<file path="src/rtl/keypad_pkg.sv">
// Shared types, FSM encodings and helpers for the 4x4 matrix keypad scanner.
package keypad_pkg;

    localparam int unsigned KP_ROWS = 4;
    localparam int unsigned KP_COLS = 4;

    typedef logic [3:0] key_code_t;

    localparam logic [1:0] ST_SCAN     = 2'd0;
    localparam logic [1:0] ST_DEBOUNCE = 2'd1;
    localparam logic [1:0] ST_HELD     = 2'd2;
    localparam logic [1:0] ST_RELEASE  = 2'd3;

    // Active-low one-hot row drive for a row index.
    function automatic logic [KP_ROWS-1:0] row_drive(input logic [1:0] idx);
        return ~(KP_ROWS'(1) << idx);
    endfunction

    // Index of the lowest-numbered column pulled low.
    function automatic logic [1:0] first_low_col(input logic [KP_COLS-1:0] cols);
        logic [1:0] idx;
        idx = 2'd0;
        for (int i = int'(KP_COLS) - 1; i >= 0; i--) begin
            if (!cols[i]) idx = 2'(i);
        end
        return idx;
    endfunction

endpackage

</file>
<file path="src/rtl/keypad_stable_cnt.sv">
// Saturating stability counter: counts consecutive matching cycles up to TERM-1.
module keypad_stable_cnt
#(
    parameter int unsigned TERM = 200
) (
    input  logic clk,
    input  logic rst,
    input  logic i_clear,
    input  logic i_match,
    output logic o_term_c
);

    localparam int unsigned CW = (TERM > 1) ? $clog2(TERM) : 1;

    logic [CW-1:0] r_cnt;

    assign o_term_c = (r_cnt == CW'(TERM - 1));

    // A mismatch restarts the stability window; terminal value holds.
    always_ff @(posedge clk) begin
        if (rst) begin
            r_cnt <= '0;
        end else if (i_clear || !i_match) begin
            r_cnt <= '0;
        end else if (!o_term_c) begin
            r_cnt <= r_cnt + CW'(1);
        end
    end

endmodule

</file>
<file path="src/rtl/keypad_event_scanner.sv">
// 4x4 keypad scanner emitting one debounced press strobe per physical press.
// Define KEYPAD_REPEAT_EN to add hold-to-repeat strobes.
module keypad_event_scanner
    import keypad_pkg::*;
#(
    parameter int unsigned SCAN_HOLD    = 4,
    parameter int unsigned DEBOUNCE     = 200,
    parameter int unsigned REPEAT_DELAY = 50000,
    parameter int unsigned REPEAT_RATE  = 10000
) (
    input  logic               clk,
    input  logic               rst,
    input  logic [KP_COLS-1:0] col_in,
    output logic [KP_ROWS-1:0] row_scn,
    output key_code_t          key,
    output logic               pressed,
    output logic               held
);

    localparam int unsigned SW = $clog2(SCAN_HOLD);

    if (SCAN_HOLD < 2 || DEBOUNCE < 2 || REPEAT_DELAY < 1 || REPEAT_RATE < 1) begin : g_cfg_check
        $error("keypad_event_scanner: invalid parameter set");
    end

    logic [1:0]         r_state,    w_state_nxt;
    logic [1:0]         r_row_idx,  w_row_idx_nxt;
    logic [1:0]         r_col_idx,  w_col_idx_nxt;
    logic [SW-1:0]      r_scan_cnt, w_scan_cnt_nxt;
    logic [KP_ROWS-1:0] r_row_scn;
    key_code_t          r_key,      w_key_nxt;
    logic               r_pressed,  w_pressed_nxt;
    logic               r_held,     w_held_nxt;

    logic w_cap_low;
    logic w_cnt_clear;
    logic w_cnt_match;
    logic w_term;
    logic w_rep_fire;

    assign w_cap_low   = !col_in[r_col_idx];
    assign w_cnt_clear = (r_state == ST_SCAN) || (r_state == ST_HELD);
    assign w_cnt_match = (r_state == ST_RELEASE) ? !w_cap_low : w_cap_low;

    keypad_stable_cnt #(
        .TERM (DEBOUNCE)
    ) u_stable_cnt (
        .clk      (clk),
        .rst      (rst),
        .i_clear  (w_cnt_clear),
        .i_match  (w_cnt_match),
        .o_term_c (w_term)
    );

`ifdef KEYPAD_REPEAT_EN
    localparam int unsigned REP_MAX = (REPEAT_DELAY > REPEAT_RATE) ? REPEAT_DELAY : REPEAT_RATE;
    localparam int unsigned RW      = (REP_MAX > 1) ? $clog2(REP_MAX) : 1;

    logic [RW-1:0] r_rep_cnt;
    logic          r_rep_first;
    logic          w_rep_active;

    assign w_rep_active = (r_state == ST_HELD) || (r_state == ST_RELEASE);
    assign w_rep_fire   = w_rep_active &&
                          (r_rep_cnt == (r_rep_first ? RW'(REPEAT_DELAY - 1) : RW'(REPEAT_RATE - 1)));

    // Hold timer restarts at every press strobe and survives release bounce.
    always_ff @(posedge clk) begin
        if (rst || !w_rep_active) begin
            r_rep_cnt   <= '0;
            r_rep_first <= 1'b1;
        end else if (w_rep_fire) begin
            r_rep_cnt   <= '0;
            r_rep_first <= 1'b0;
        end else begin
            r_rep_cnt   <= r_rep_cnt + RW'(1);
        end
    end
`else
    assign w_rep_fire = 1'b0;
`endif

    always_comb begin
        w_state_nxt    = r_state;
        w_row_idx_nxt  = r_row_idx;
        w_col_idx_nxt  = r_col_idx;
        w_scan_cnt_nxt = r_scan_cnt;
        w_key_nxt      = r_key;
        w_pressed_nxt  = 1'b0;
        w_held_nxt     = r_held;
        case (r_state)
            ST_SCAN: begin
                if (r_scan_cnt == SW'(SCAN_HOLD - 1)) begin
                    w_scan_cnt_nxt = '0;
                    if (!(&col_in)) begin
                        w_col_idx_nxt = first_low_col(col_in);
                        w_state_nxt   = ST_DEBOUNCE;
                    end else begin
                        w_row_idx_nxt = r_row_idx + 2'd1;
                    end
                end else begin
                    w_scan_cnt_nxt = r_scan_cnt + SW'(1);
                end
            end
            ST_DEBOUNCE: begin
                if (!w_cap_low) begin
                    w_state_nxt   = ST_SCAN;
                    w_row_idx_nxt = r_row_idx + 2'd1;
                end else if (w_term) begin
                    w_key_nxt     = {r_row_idx, r_col_idx};
                    w_pressed_nxt = 1'b1;
                    w_held_nxt    = 1'b1;
                    w_state_nxt   = ST_HELD;
                end
            end
            ST_HELD: begin
                w_pressed_nxt = w_rep_fire;
                if (!w_cap_low) w_state_nxt = ST_RELEASE;
            end
            ST_RELEASE: begin
                w_pressed_nxt = w_rep_fire;
                if (w_cap_low) begin
                    w_state_nxt = ST_HELD;
                end else if (w_term) begin
                    w_pressed_nxt = 1'b0;
                    w_held_nxt    = 1'b0;
                    w_state_nxt   = ST_SCAN;
                    w_row_idx_nxt = r_row_idx + 2'd1;
                end
            end
            default: w_state_nxt = ST_SCAN;
        endcase
    end

    always_ff @(posedge clk) begin
        if (rst) begin
            r_state    <= ST_SCAN;
            r_row_idx  <= 2'd0;
            r_col_idx  <= 2'd0;
            r_scan_cnt <= '0;
            r_row_scn  <= row_drive(2'd0);
            r_key      <= '0;
            r_pressed  <= 1'b0;
            r_held     <= 1'b0;
        end else begin
            r_state    <= w_state_nxt;
            r_row_idx  <= w_row_idx_nxt;
            r_col_idx  <= w_col_idx_nxt;
            r_scan_cnt <= w_scan_cnt_nxt;
            r_row_scn  <= row_drive(w_row_idx_nxt);
            r_key      <= w_key_nxt;
            r_pressed  <= w_pressed_nxt;
            r_held     <= w_held_nxt;
        end
    end

    assign row_scn = r_row_scn;
    assign key     = r_key;
    assign pressed = r_pressed;
    assign held    = r_held;

endmodule

</file>
<file path="config.mk">
export PLATFORM = sky130hd
export DESIGN_NAME = keypad_event_scanner
export DESIGN_NICKNAME = d
export VERILOG_FILES = /design/src/rtl/keypad_pkg.sv /design/src/rtl/keypad_stable_cnt.sv /design/src/rtl/keypad_event_scanner.sv
export SDC_FILE = /design/constraint.sdc
export NUM_CORES = 1
export LEC_CHECK = 0
export ABC_AREA = 1
export BUFFER_PORTS_ARGS = -buffer_cell sky130_fd_sc_hd__clkbuf_2
export CORE_ASPECT_RATIO = 0.5
export CORE_MARGIN = 5
export CORE_UTILIZATION = 45
export DETAILED_ROUTE_END_ITERATION = 7
export GPL_ROUTABILITY_DRIVEN = 0
export SLEW_MARGIN = 25
export SYNTH_ARGS = -nofsm -noshare
export SYNTH_HDL_FRONTEND = slang
export SYNTH_SLANG_ARGS = --single-unit
export TNS_END_PERCENT = 20
</file>
<file path="constraint.sdc">
create_clock -name clk -period 2.4 [get_ports clk]
set_input_delay 0.36 -clock clk [delete_from_list [all_inputs] [get_ports clk]]
set_output_delay 0.36 -clock clk [all_outputs]
set_load 0.005 [all_outputs]
</file>
==> results.yml <==
routing:
  drt_wl_total_um: 2356
  drtPass1Iterations: 4
  wl_per_cell_um: 10.66
  drtAntennaViolNets: 0
  drtIter0Drc: 60
  drc_errors: 0
  route.vias.total: 1040
  vias_per_cell: 4.706
place:
  dpl_worst_slack_ns: 0.7629
  portBuffers: 15
  placed_cells: 217
  dp_hpwl_um: 1809
clock_tree:
  clkTransAtPathRegs_ns: 0.09
  clk_latency_ns: 0.27
  ctsResizeCount: 0
  clock_path_buffers: 2
  cts_tree: "yes"
  root_buffer: "clkbuf_8"
  cts_buffers: 3
  htreeDepth: 1
  cts_sinks: 26
  cts_setup_buffers: 0
  cts_hold_buf: 0
min_path:
  hold_class: "input pin to register"
yosys:
  synth_cells: 167
  yosysWarnings: 0
  synth_fp_nets: 177
  synth_top_area_share_pct: 40.12
  synth_seq_cells: 26
  avgSynthCellArea_um2: 7.769
  netlist_area_um2: 1297
  synth_top_cell_by_area: "dfxtp_1"
  synthTopCellsByArea: "dfxtp_1 40%, nand2_1 9.3%, inv_1 6.4%"
  synth_cell_types: 30
  ys_seq_area_share_pct: 40.12
critical_path:
  path_buf_inv: 1
  crit_required_ns: 2.58
  cp.arrival_ns: 1.77
  worstSetupPathType: "register to register"
  crit_fanout: 8
  path_delay_family: "simple AND/OR/NAND/NOR gates"
  worstSetupEndpointType: "register"
  critical_path.max_stage_delay_ns: 0.35
  cpMostUsedCell: "nand3_1"
  path_cells: "inv_2 -> nand2_1 -> nand3_1 -> nand2_4 -> ha_1 -> nand3_1 -> nor3b_1"
  cpMaxStageDelayCell: "dfxtp_1"
  worst_setup_path_start_kind: "register"
sta:
  grt_setup_unrepaired: "false"
  clock.fmax_ghz: 0.6293
  setup_ws_ns: 0.8109
  finalHoldViolCount: 0
  setup_viol: 0
  finClkSkew_ns: 0.006978
  holdWs_ns: 0.3457
  min_period_over_period_pct: 66.21
  finalMaxSlewViolations: 0
  relSlewSlack_pct: 69.24
  period_needed_ns: 1.589
  tightest_slew_ns: 0.4609
  tns_ns: 0
layout:
  diodes: 0
  layout_commonest_cell: "nand2_1"
  drive_gt1_share_pct: 22.83
  fin_cells: 221
  area_growth_pct: 12.15
  most-common-layout-cells: "32 x nand2_1, 26 x dfxtp_1, 22 x inv_1"
  nFillCells: 279
  fin_nets: 195
floorplanning:
  core_um2: 2668
  initial_core_util_pct: 48.64
  rows: 13
  die_area_um2: 4123
  dieHeight_um: 47.97
  ioPinCount: 16
  die_w_um: 85.94
global_routing:
  globalRouteOverflowTotal: 0
  antenna_found_initial: 0
  gr-usage-all-layers_pct: 13.22
  grt_max_degree: 15
  grt_pass1_wl_um: 4215
  first_global_vias: 951
power:
  pwr-share-comb_pct: 28.8
  p_per_area_nw_per_um2: 782.5
  switching_power_w: 0.0003931
  p_int_w: 0.0007457
  p_leak_nw: 0.6480
  switching_share_pct: 34.52
  power_frac_seq_pct: 46.8
  worst_ir_drop_vdd_mv: 0.4315
  clockPowerShare_pct: 24.4
run_status:
  outcome: "finished, final reports clean"
flow_run:
  max_cap_violations: 0
-- power groups by stage --
stage	Combinational [W]	Clock [W]	Sequential [W]
final	0.000328	0.000277	0.000533
after global routing	0.000388	0.000312	0.000543
after CTS	0.000332	0.000292	0.000534
after detailed placement	0.000328	0	0.000544
after global placement	0.000328	0	0.000543
after floorplan	0.000297	0	0.000520
-- flip-flops by register name, summed over array words and instances (netlist names), named ones only --
| register | flops |
|---|---|
| held | 1 |
| key | 4 |
| pressed | 1 |
| r_col_idx | 2 |
| r_row_idx | 2 |
| r_scan_cnt | 2 |
| r_state | 1 |
| row_scn | 4 |
| u_stable_cnt.r_cnt | 8 |
-- cell usage after synthesis (all sizes together) --
master,instances
a211oi,1
a21oi,13
a221oi,1
buf,1
clkbuf,1
clkinv,1
dfxtp,26
ha,4
inv,26
nand2,41
nand3,17
nand4,5
nor2,17
nor3,1
nor3b,1
o211a,1
o21a,1
o21ai,6
o31ai,1
xnor2,1
xor2,1
-- kinds of logic (layout without fill, tap and decap cells) --
| family | after synthesis | after routing | share of synthesized area (%) |
|---|---|---|---|
| compound gates | 24 | 24 | 10.80 |
| flops | 26 | 26 | 40.12 |
| xor+xnor | 2 | 2 | 1.350 |
| buf+inv | 29 | 46 | 9.353 |
| fa+ha+maj | 4 | 4 | 3.857 |
| simple gates | 82 | 82 | 34.52 |
-- layout make-up --
class                      count  area (µm²)  area share, %
timing repair buffer          15       75.07          5.159
multi-input combinational    112       655.6          45.06
sequential                    26       520.5          35.77
inverter                      27       102.6          7.051
clock buffer                   4       55.05          3.783
tap                           37       46.29          3.181
-- path summary, 6_finish.rpt --
check                                  start                    end  slack (ns)  cells after the start
worst max register to register  r_col_idx[0]  u_stable_cnt.r_cnt[5]        0.81                      7
worst min register to register        key[3]                 key[3]        0.47                      2
worst max-delay path            r_col_idx[0]  u_stable_cnt.r_cnt[5]        0.81                      7
worst min-delay path                     rst                 key[3]        0.35                      2
-- stage by stage --
step	util [%]	total power, W	cell area [µm²]
2_1_floorplan	-	0.0008170	1297
3_3_place_gp	52.49	0.0008715	1400
3_5_place_dp	52.49	0.0008728	1400
4_1_cts	54.55	0.001158	1455
5_1_grt	54.55	0.001243	1455
6_report	54.55	0.001139	1455
-- routing by layer --
metal  track usage (%)  share of wire [%]  vias to the layer above
li1                  -                  -                      577
met1             18.19                 54                      455
met2             21.13                 42                        8
met3             4.124                3.7                        0
met4             1.893                  0                        0
met5                 0                  0                        -
(Power assumes the default switching activity.)
